<file path="config.mk">
export PLATFORM = sky130hd
export DESIGN_NAME = hazard_ctrl_unit
export DESIGN_NICKNAME = d
export VERILOG_FILES = /design/src/rtl/hazard_ctrl_unit.sv
export SDC_FILE = /design/constraint.sdc
export NUM_CORES = 1
export LEC_CHECK = 0
export ABC_AREA = 0
export CAP_MARGIN = 30
export CORE_AREA = 2 2 39 41
export DETAILED_ROUTE_END_ITERATION = 12
export DIE_AREA = 0 0 41 43
export PLACE_DENSITY = 0.57
export SETUP_SLACK_MARGIN = 0.4
export SYNTH_ARGS = -nofsm -noshare
export SYNTH_HDL_FRONTEND = slang
export SYNTH_SLANG_ARGS = --single-unit
</file>
<file path="constraint.sdc">
create_clock -name clk -period 1.2 [get_ports clk]
set_clock_uncertainty 0.2 [all_clocks]
set_input_delay 0.12 -clock clk [delete_from_list [all_inputs] [get_ports clk]]
set_output_delay 0.12 -clock clk [all_outputs]
set_load 0.1 [all_outputs]
</file>
<file path="src/rtl/hazard_ctrl_unit.sv">
// hazard_ctrl_unit
//   Load-use hazard detector and branch/jump flush controller sitting between
//   the control unit and the IF/ID and ID/EX pipeline registers. A small FSM
//   with a down-counter stretches a stall over LOAD_LAT cycles and a flush over
//   FLUSH_CYCLES cycles. All outputs are Mealy, so the first stall/flush cycle
//   happens in the same cycle the condition is seen.
//
//   Optional build macro: HAZARD_STATS_EN adds saturating 16-bit stall/flush
//   event counters.
//
// Ports
//   clk          in   rising-edge clock
//   rst          in   asynchronous active-low reset
//   pc_src       in   taken branch resolved in EX
//   jmp          in   jump decoded
//   mem_rd       in   EX instruction is a load
//   rg1, rg2     in   ID source registers
//   use_rg2      in   ID instruction actually reads rg2
//   rg_dst_nxt   in   destination register of the EX instruction
//   ext_stall    in   memory-wait freeze request
//   zero_cntrl   out  zero the ID/EX control bits (bubble)
//   pc_write     out  PC write enable
//   ir_write     out  IF/ID write enable
//   flush        out  flush IF/ID
//   busy         out  FSM not in IDLE
//   stall_count  out  (HAZARD_STATS_EN) cycles with zero_cntrl=1
//   flush_count  out  (HAZARD_STATS_EN) cycles with flush=1
module hazard_ctrl_unit #(
  parameter int REG_W        = 5,
  parameter int LOAD_LAT     = 1,
  parameter int FLUSH_CYCLES = 1
) (
  input  logic             clk,
  input  logic             rst,
  input  logic             pc_src,
  input  logic             jmp,
  input  logic             mem_rd,
  input  logic [REG_W-1:0] rg1,
  input  logic [REG_W-1:0] rg2,
  input  logic             use_rg2,
  input  logic [REG_W-1:0] rg_dst_nxt,
  input  logic             ext_stall,
  output logic             zero_cntrl,
  output logic             pc_write,
  output logic             ir_write,
  output logic             flush,
`ifdef HAZARD_STATS_EN
  output logic [15:0]      stall_count,
  output logic [15:0]      flush_count,
`endif
  output logic             busy
);

  localparam int MAX_CYC = (LOAD_LAT > FLUSH_CYCLES) ? LOAD_LAT : FLUSH_CYCLES;
  localparam int CNT_W   = $clog2(MAX_CYC + 1);

  localparam logic [CNT_W-1:0] STALL_LOAD = CNT_W'(LOAD_LAT - 1);
  localparam logic [CNT_W-1:0] FLUSH_LOAD = CNT_W'(FLUSH_CYCLES - 1);
  localparam logic [CNT_W-1:0] CNT_ONE    = CNT_W'(1);

  typedef enum logic [1:0] {
    ST_IDLE  = 2'd0,
    ST_STALL = 2'd1,
    ST_FLUSH = 2'd2
  } state_t;

  state_t           state_reg, state_next;
  logic [CNT_W-1:0] cnt_reg, cnt_next;

  logic haz;
  logic redirect;

  // Register 0 is hard-wired zero, so a load targeting it never creates a hazard.
  assign haz = mem_rd && (rg_dst_nxt != '0) &&
               ((rg_dst_nxt == rg1) || (use_rg2 && (rg_dst_nxt == rg2)));
  assign redirect = pc_src | jmp;

  always_ff @(posedge clk or negedge rst) begin
    if (!rst) begin
      state_reg <= ST_IDLE;
      cnt_reg   <= '0;
    end else begin
      state_reg <= state_next;
      cnt_reg   <= cnt_next;
    end
  end

  always_comb begin
    state_next = state_reg;
    cnt_next   = cnt_reg;
    zero_cntrl = 1'b0;
    flush      = 1'b0;
    pc_write   = 1'b1;
    ir_write   = 1'b1;
    busy       = (state_reg != ST_IDLE);

    if (!rst) begin
      // Outputs held at their idle values for the whole reset window.
      busy = 1'b0;
    end else if (ext_stall) begin
      // Freeze: nothing advances and no bubble/flush is issued this cycle.
      pc_write = 1'b0;
      ir_write = 1'b0;
    end else begin
      unique case (state_reg)
        ST_IDLE: begin
          if (redirect) begin
            flush = 1'b1;
            if (FLUSH_CYCLES > 1) begin
              state_next = ST_FLUSH;
              cnt_next   = FLUSH_LOAD;
            end
          end else if (haz) begin
            zero_cntrl = 1'b1;
            pc_write   = 1'b0;
            ir_write   = 1'b0;
            if (LOAD_LAT > 1) begin
              state_next = ST_STALL;
              cnt_next   = STALL_LOAD;
            end
          end
        end

        ST_STALL: begin
          if (redirect) begin
            // Redirect squashes the stalled instruction; start the flush instead.
            flush = 1'b1;
            if (FLUSH_CYCLES > 1) begin
              state_next = ST_FLUSH;
              cnt_next   = FLUSH_LOAD;
            end else begin
              state_next = ST_IDLE;
              cnt_next   = '0;
            end
          end else begin
            zero_cntrl = 1'b1;
            pc_write   = 1'b0;
            ir_write   = 1'b0;
            if (cnt_reg == CNT_ONE) begin
              state_next = ST_IDLE;
              cnt_next   = '0;
            end else begin
              cnt_next = cnt_reg - CNT_ONE;
            end
          end
        end

        ST_FLUSH: begin
          flush = 1'b1;
          if (redirect) begin
            if (FLUSH_CYCLES > 1) begin
              cnt_next = FLUSH_LOAD;
            end else begin
              state_next = ST_IDLE;
              cnt_next   = '0;
            end
          end else if (cnt_reg == CNT_ONE) begin
            state_next = ST_IDLE;
            cnt_next   = '0;
          end else begin
            cnt_next = cnt_reg - CNT_ONE;
          end
        end

        default: begin
          state_next = ST_IDLE;
          cnt_next   = '0;
        end
      endcase
    end
  end

`ifdef HAZARD_STATS_EN
  // zero_cntrl and flush are already forced low while ext_stall is set,
  // so the explicit ext_stall term only documents the hold.
  always_ff @(posedge clk or negedge rst) begin
    if (!rst) begin
      stall_count <= '0;
      flush_count <= '0;
    end else if (!ext_stall) begin
      if (zero_cntrl && (stall_count != 16'hFFFF)) stall_count <= stall_count + 16'd1;
      if (flush && (flush_count != 16'hFFFF))      flush_count <= flush_count + 16'd1;
    end
  end
`endif

endmodule

</file>
==> flow_summary_export.csv <==
group,metric,value,unit
run_status,violations,"setup timing",
power,p_per_area,411.5,nW/um2
power,power_frac_seq,0,
power,fin_total_pwr,0.0002636,W
final_layout,final_common_cell,"buf_6",
sta,setup_viol_count_final,3,
critical_path,crit_arrival,1.31,ns
clock_network,postCtsHoldBufs,0,
drt,vias,288,
critical_path,critPathMaxFanout,3,
power,sw_frac_of_total,0.5316,
placed_design,place_hpwl,593.4,um
placed_design,place_congestion,0.6116,
min_path,hp-start,"ext_stall",
power,vdd_drop_max,0.0001860,V
sta,maxSlewViolCount,0,
logic_synthesis,yosys_warnings,0,
min_path,min_to,"pc_write",
placed_design,dp_slack,-0.8464,ns
floorplan,die_area,1763,um2
final_layout,fillers,136,
drt,routedWlPerCell,10.58,um
global_routing,grt_pass1_vias,300,
logic_synthesis,ys_types,14,
drt,drt-pass1-iter-count,4,
placed_design,placed_cell_area,565.5,um2
power,power_frac_clock,0,
floorplan,fp-row-count,14,
global_routing,track_usage,0.09100,
global_routing,grt_first_pass_wirelength,1179,um
final_layout,n_antenna_cell,0,
power,leakagePower,0.2739,nW
floorplan,core_area,1384,um2
sta,finalCritPeriodShare,1.360,
drt,drt_iter0_markers,1,
power,p_sw,0.0001401,W
drt,drc,0,
global_routing,grt_max_degree,4,
flow_run,max_cap_violations,0,
logic_synthesis,syn_inst,27,
critical_path,crit_type,"in2out",
floorplan,die_w,41,um
final_layout,final_cell_mix,"7 x buf_6, 5 x buf_2, 5 x buf_4",
drt,antenna_left,0,
final_layout,synthToLayoutAreaGrowth,243.6,%
floorplan,start_util,0.1347,
sta,fmax,612.8,MHz
power,p_comb_frac,1.000,
floorplan,pin_count,27,
logic_synthesis,syn_area,186.4,um2
drt,wl,762,um
placed_design,port_buffers,25,
min_path,min_path_type,"in2out",
final_layout,nClkBuffers,0,
final_layout,nets,80,
sta,setup-tns-final,-1.259,ns
final_layout,drive_above_1_share,0.6964,
global_routing,antenna_found_initial,0,
final_layout,multi_input_area,307.8,um2
run_status,status,"complete, but fails checks",
sta,finalWorstSetupSlack,-0.4318,ns
critical_path,crit_required,0.88,ns
drt,viasPerCell,4.000,
sta,timing_hold_violations_final,0,
logic_synthesis,syn-num-nets,49,
final_layout,fin_area,640.6,um2
power,internal_power,0.0001235,W
logic_synthesis,post_synth.cell_area_avg,6.905,um2
sta,rsz0062_at_grt,"true",
min_path,worstHoldPathCells,4,
final_layout,ff_latch_area,0,um2
final_layout,seq_cell_count,0,
floorplan,die_h,43,um
sta,period_needed,1.632,ns
critical_path,cp-start-kind,"input pin",
global_routing,overflow,0,
critical_path,critPathCaptureType,"output port",
logic_synthesis,ys_seq_area_frac,0,
[cell families after synthesis]
family / share of synthesized area
simple gates: 0.3356
xor+xnor: 0.4698
compound gates: 0.09398
buf+inv: 0.08051
other cells: 0.02011
[metrics by stage]
stage	utilization	hold WS, ns	instances
floorplan	-	0.2081	27
global placement	0.4087	0.8094	71
detailed placement	0.4087	0.8116	71
CTS	0.4024	0.4425	71
global route	0.4629	0.4547	72
finish	0.4629	0.4390	72
[area by class of cell]
class | instances | share of cell area
Timing Repair Buffer | 31 | 0.4883
Multi-Input combinational cell | 25 | 0.4805
Tap cell | 16 | 0.03125
[power by group through the flow]
stage / logic (W) / registers, W / clock network, W
2_1_floorplan: 0.000113 / 0 / 0
3_3_place_gp: 0.000233 / 0 / 0
3_5_place_dp: 0.000233 / 0 / 0
4_1_cts: 0.000227 / 0 / 0
5_1_grt: 0.000277 / 0 / 0
6_report: 0.000264 / 0 / 0
[cell usage after synthesis]
cell type	instances	area (um2)
xnor2_1	1	8.760
nand4_1	1	6.260
nor2_1	4	15.01
a32oi_1	1	8.760
nor3_2	1	10.01
conb_1	1	3.750
xor2_1	9	78.83
nand2b_1	1	6.260
nor3_1	2	10.01
a2bb2oi_1	1	8.760
buf_4	2	15.01
nor4_1	1	6.260
nand2_1	1	3.750
nand3_1	1	5.000
[critical path, stage by stage]
cell     delay, ns
buf_8         0.11
xor2_4        0.18
nor4_4        0.34
a32oi_4       0.19
nor3_4        0.18
buf_12        0.20
[repair_timing]
action	CTS	global route
endpoints found under the setup margin	4	4
pin swaps	17	10
buffers inserted	0	1
resized for setup	69	18
[worst max path at each step]
stage,start,end,slack (ns),cells past startpoint
2_1_floorplan,rg_dst_nxt[3],zero_cntrl,-0.67,4
3_3_place_gp,rg_dst_nxt[1],zero_cntrl,-0.83,6
3_5_place_dp,rg_dst_nxt[1],zero_cntrl,-0.85,6
4_1_cts,rg2[3],zero_cntrl,-0.51,6
5_1_grt,rg_dst_nxt[1],zero_cntrl,-0.47,6
6_report,rg_dst_nxt[1],zero_cntrl,-0.43,6
[per-layer routing]
layer	track usage	share of wire	vias to the layer above
li1	-	-	143
met1	0.1175	0.34	133
met2	0.1656	0.61	12
met3	0.005236	0.055	0
met4	0	0	0
met5	0	0	-
Note: power is estimated with default switching activity, not from simulation.
==> variant (same settings) <==
Set the parameter `REG_W` to 7 (it was 5).
--- a/src/rtl/hazard_ctrl_unit.sv
+++ b/src/rtl/hazard_ctrl_unit.sv
@@ -27,5 +27,5 @@
 //   flush_count  out  (HAZARD_STATS_EN) cycles with flush=1
 module hazard_ctrl_unit #(
-  parameter int REG_W        = 5,
+  parameter int REG_W        = 7,
   parameter int LOAD_LAT     = 1,
   parameter int FLUSH_CYCLES = 1
Ports: changed (resized rg1, rg2 and rg_dst_nxt); port bits go from 27 to 33. No check against the original RTL was run, so the function may have changed too.
==> variant against the unedited design <==
Routed wire length grew 6.7%; area after synthesis increased by 21%; setup slack worse by 240 ps; synthesized cell count increased by 11%; critical path depth unchanged; power fell by 2.8%; non-clock buffer count rose by 9; sequential share of layout area did not move; highest routed layer is now met4; critical path type unchanged; final area is 10% higher; first-iteration DRC count down 100%; global-route usage is 0.41 points lower; the flow still finishes with violations (setup timing).
==> variant: results (changes against the unedited design) <==
- Final nets: 98 (was 80)
- Synth top area cells: xor2_1, xnor2_1, nor4_1, a221oi_2, buf_4 (was xor2_1, buf_4, nor2_1, nor3_1, nor3_2)
- Status: finished with violations (unchanged)
- Pwr Density: 364 mW/mm2 (was 412 mW/mm2)
- Initial DRC count: 0 (was 1)
- Post-Synth XOR/XNOR Area: 54.4% (was 47.0%)
- First-pass GRT wire length: 1.17 mm (was 1.18 mm)
- Hold WS: 416 ps (was 439 ps)
- M3 GR Usage: 0% (was 0.524%)
- Share of post-route cells with drive strength above 1: 50.0% (was 69.6%)
- Vias: 353 (was 288)
- Final RePlAce weighted congestion: 0.687 (was 0.612)
- Routed length per instance: 9.68 um (was 10.6 um)
- Placed instance count: 83 (was 71)
- DP Worst Slack: -1130 ps (was -846 ps)
- Num sequential: 0 (unchanged)
- Final WS setup: -668 ps (was -432 ps)
- Peak fanout along the critical path: 2 (was 3)
- # fillers: 133 (was 136)
- Syn nets: 58 (was 49)
- Endpoints failing setup: 3 (unchanged)
- Cell Count, Final, Fillers Out: 84 (was 72)
- GR Util met1: 13.6% (was 11.7%)
- CP arrival: 1550 ps (was 1310 ps)
- Failing checks: setup timing (unchanged)
variant: changes by cell type in the layout (fill, tap and decap cells not counted), moves of 2 or more:
cell,change
xnor2_1,+3
buf_6,+2
buf_2,-3
clkdlybuf4s50_1,+2
xor2_1,+5
dlymetal6s2s_1,+5
xor2_2,-3
nor4_2,+2
variant: layer usage:
metal  share of wire (%)  vias up
met2                  49       15
met1                  41      157
met5                   0        -
met3                 7.7        2
met4                 2.3        0
li1                    -      179
variant: worst max-delay path: stages:
cell,delay (ps)
clkdlybuf4s50_1,470
xnor2_1,120
nand4_1,120
a221oi_2,300
and3b_4,250
buf_12,170
variant: final timing paths:
check                     start    endpoint  cells after the start
worst min-delay path  ext_stall       flush                      4
worst max-delay path     rg2[0]  zero_cntrl                      6
variant: final cells by class:
type	count	share of cell area, %
tap	16	2.84
multi-input combinational	28	37.5
timing repair buffer	40	59.7
variant: timing repair:
item                                    CTS  global route
pin swaps                                10            18
setup buffers                             1             0
gates resized for setup                  51            23
endpoints found under the setup margin    4             4
hold buffers                              0             0
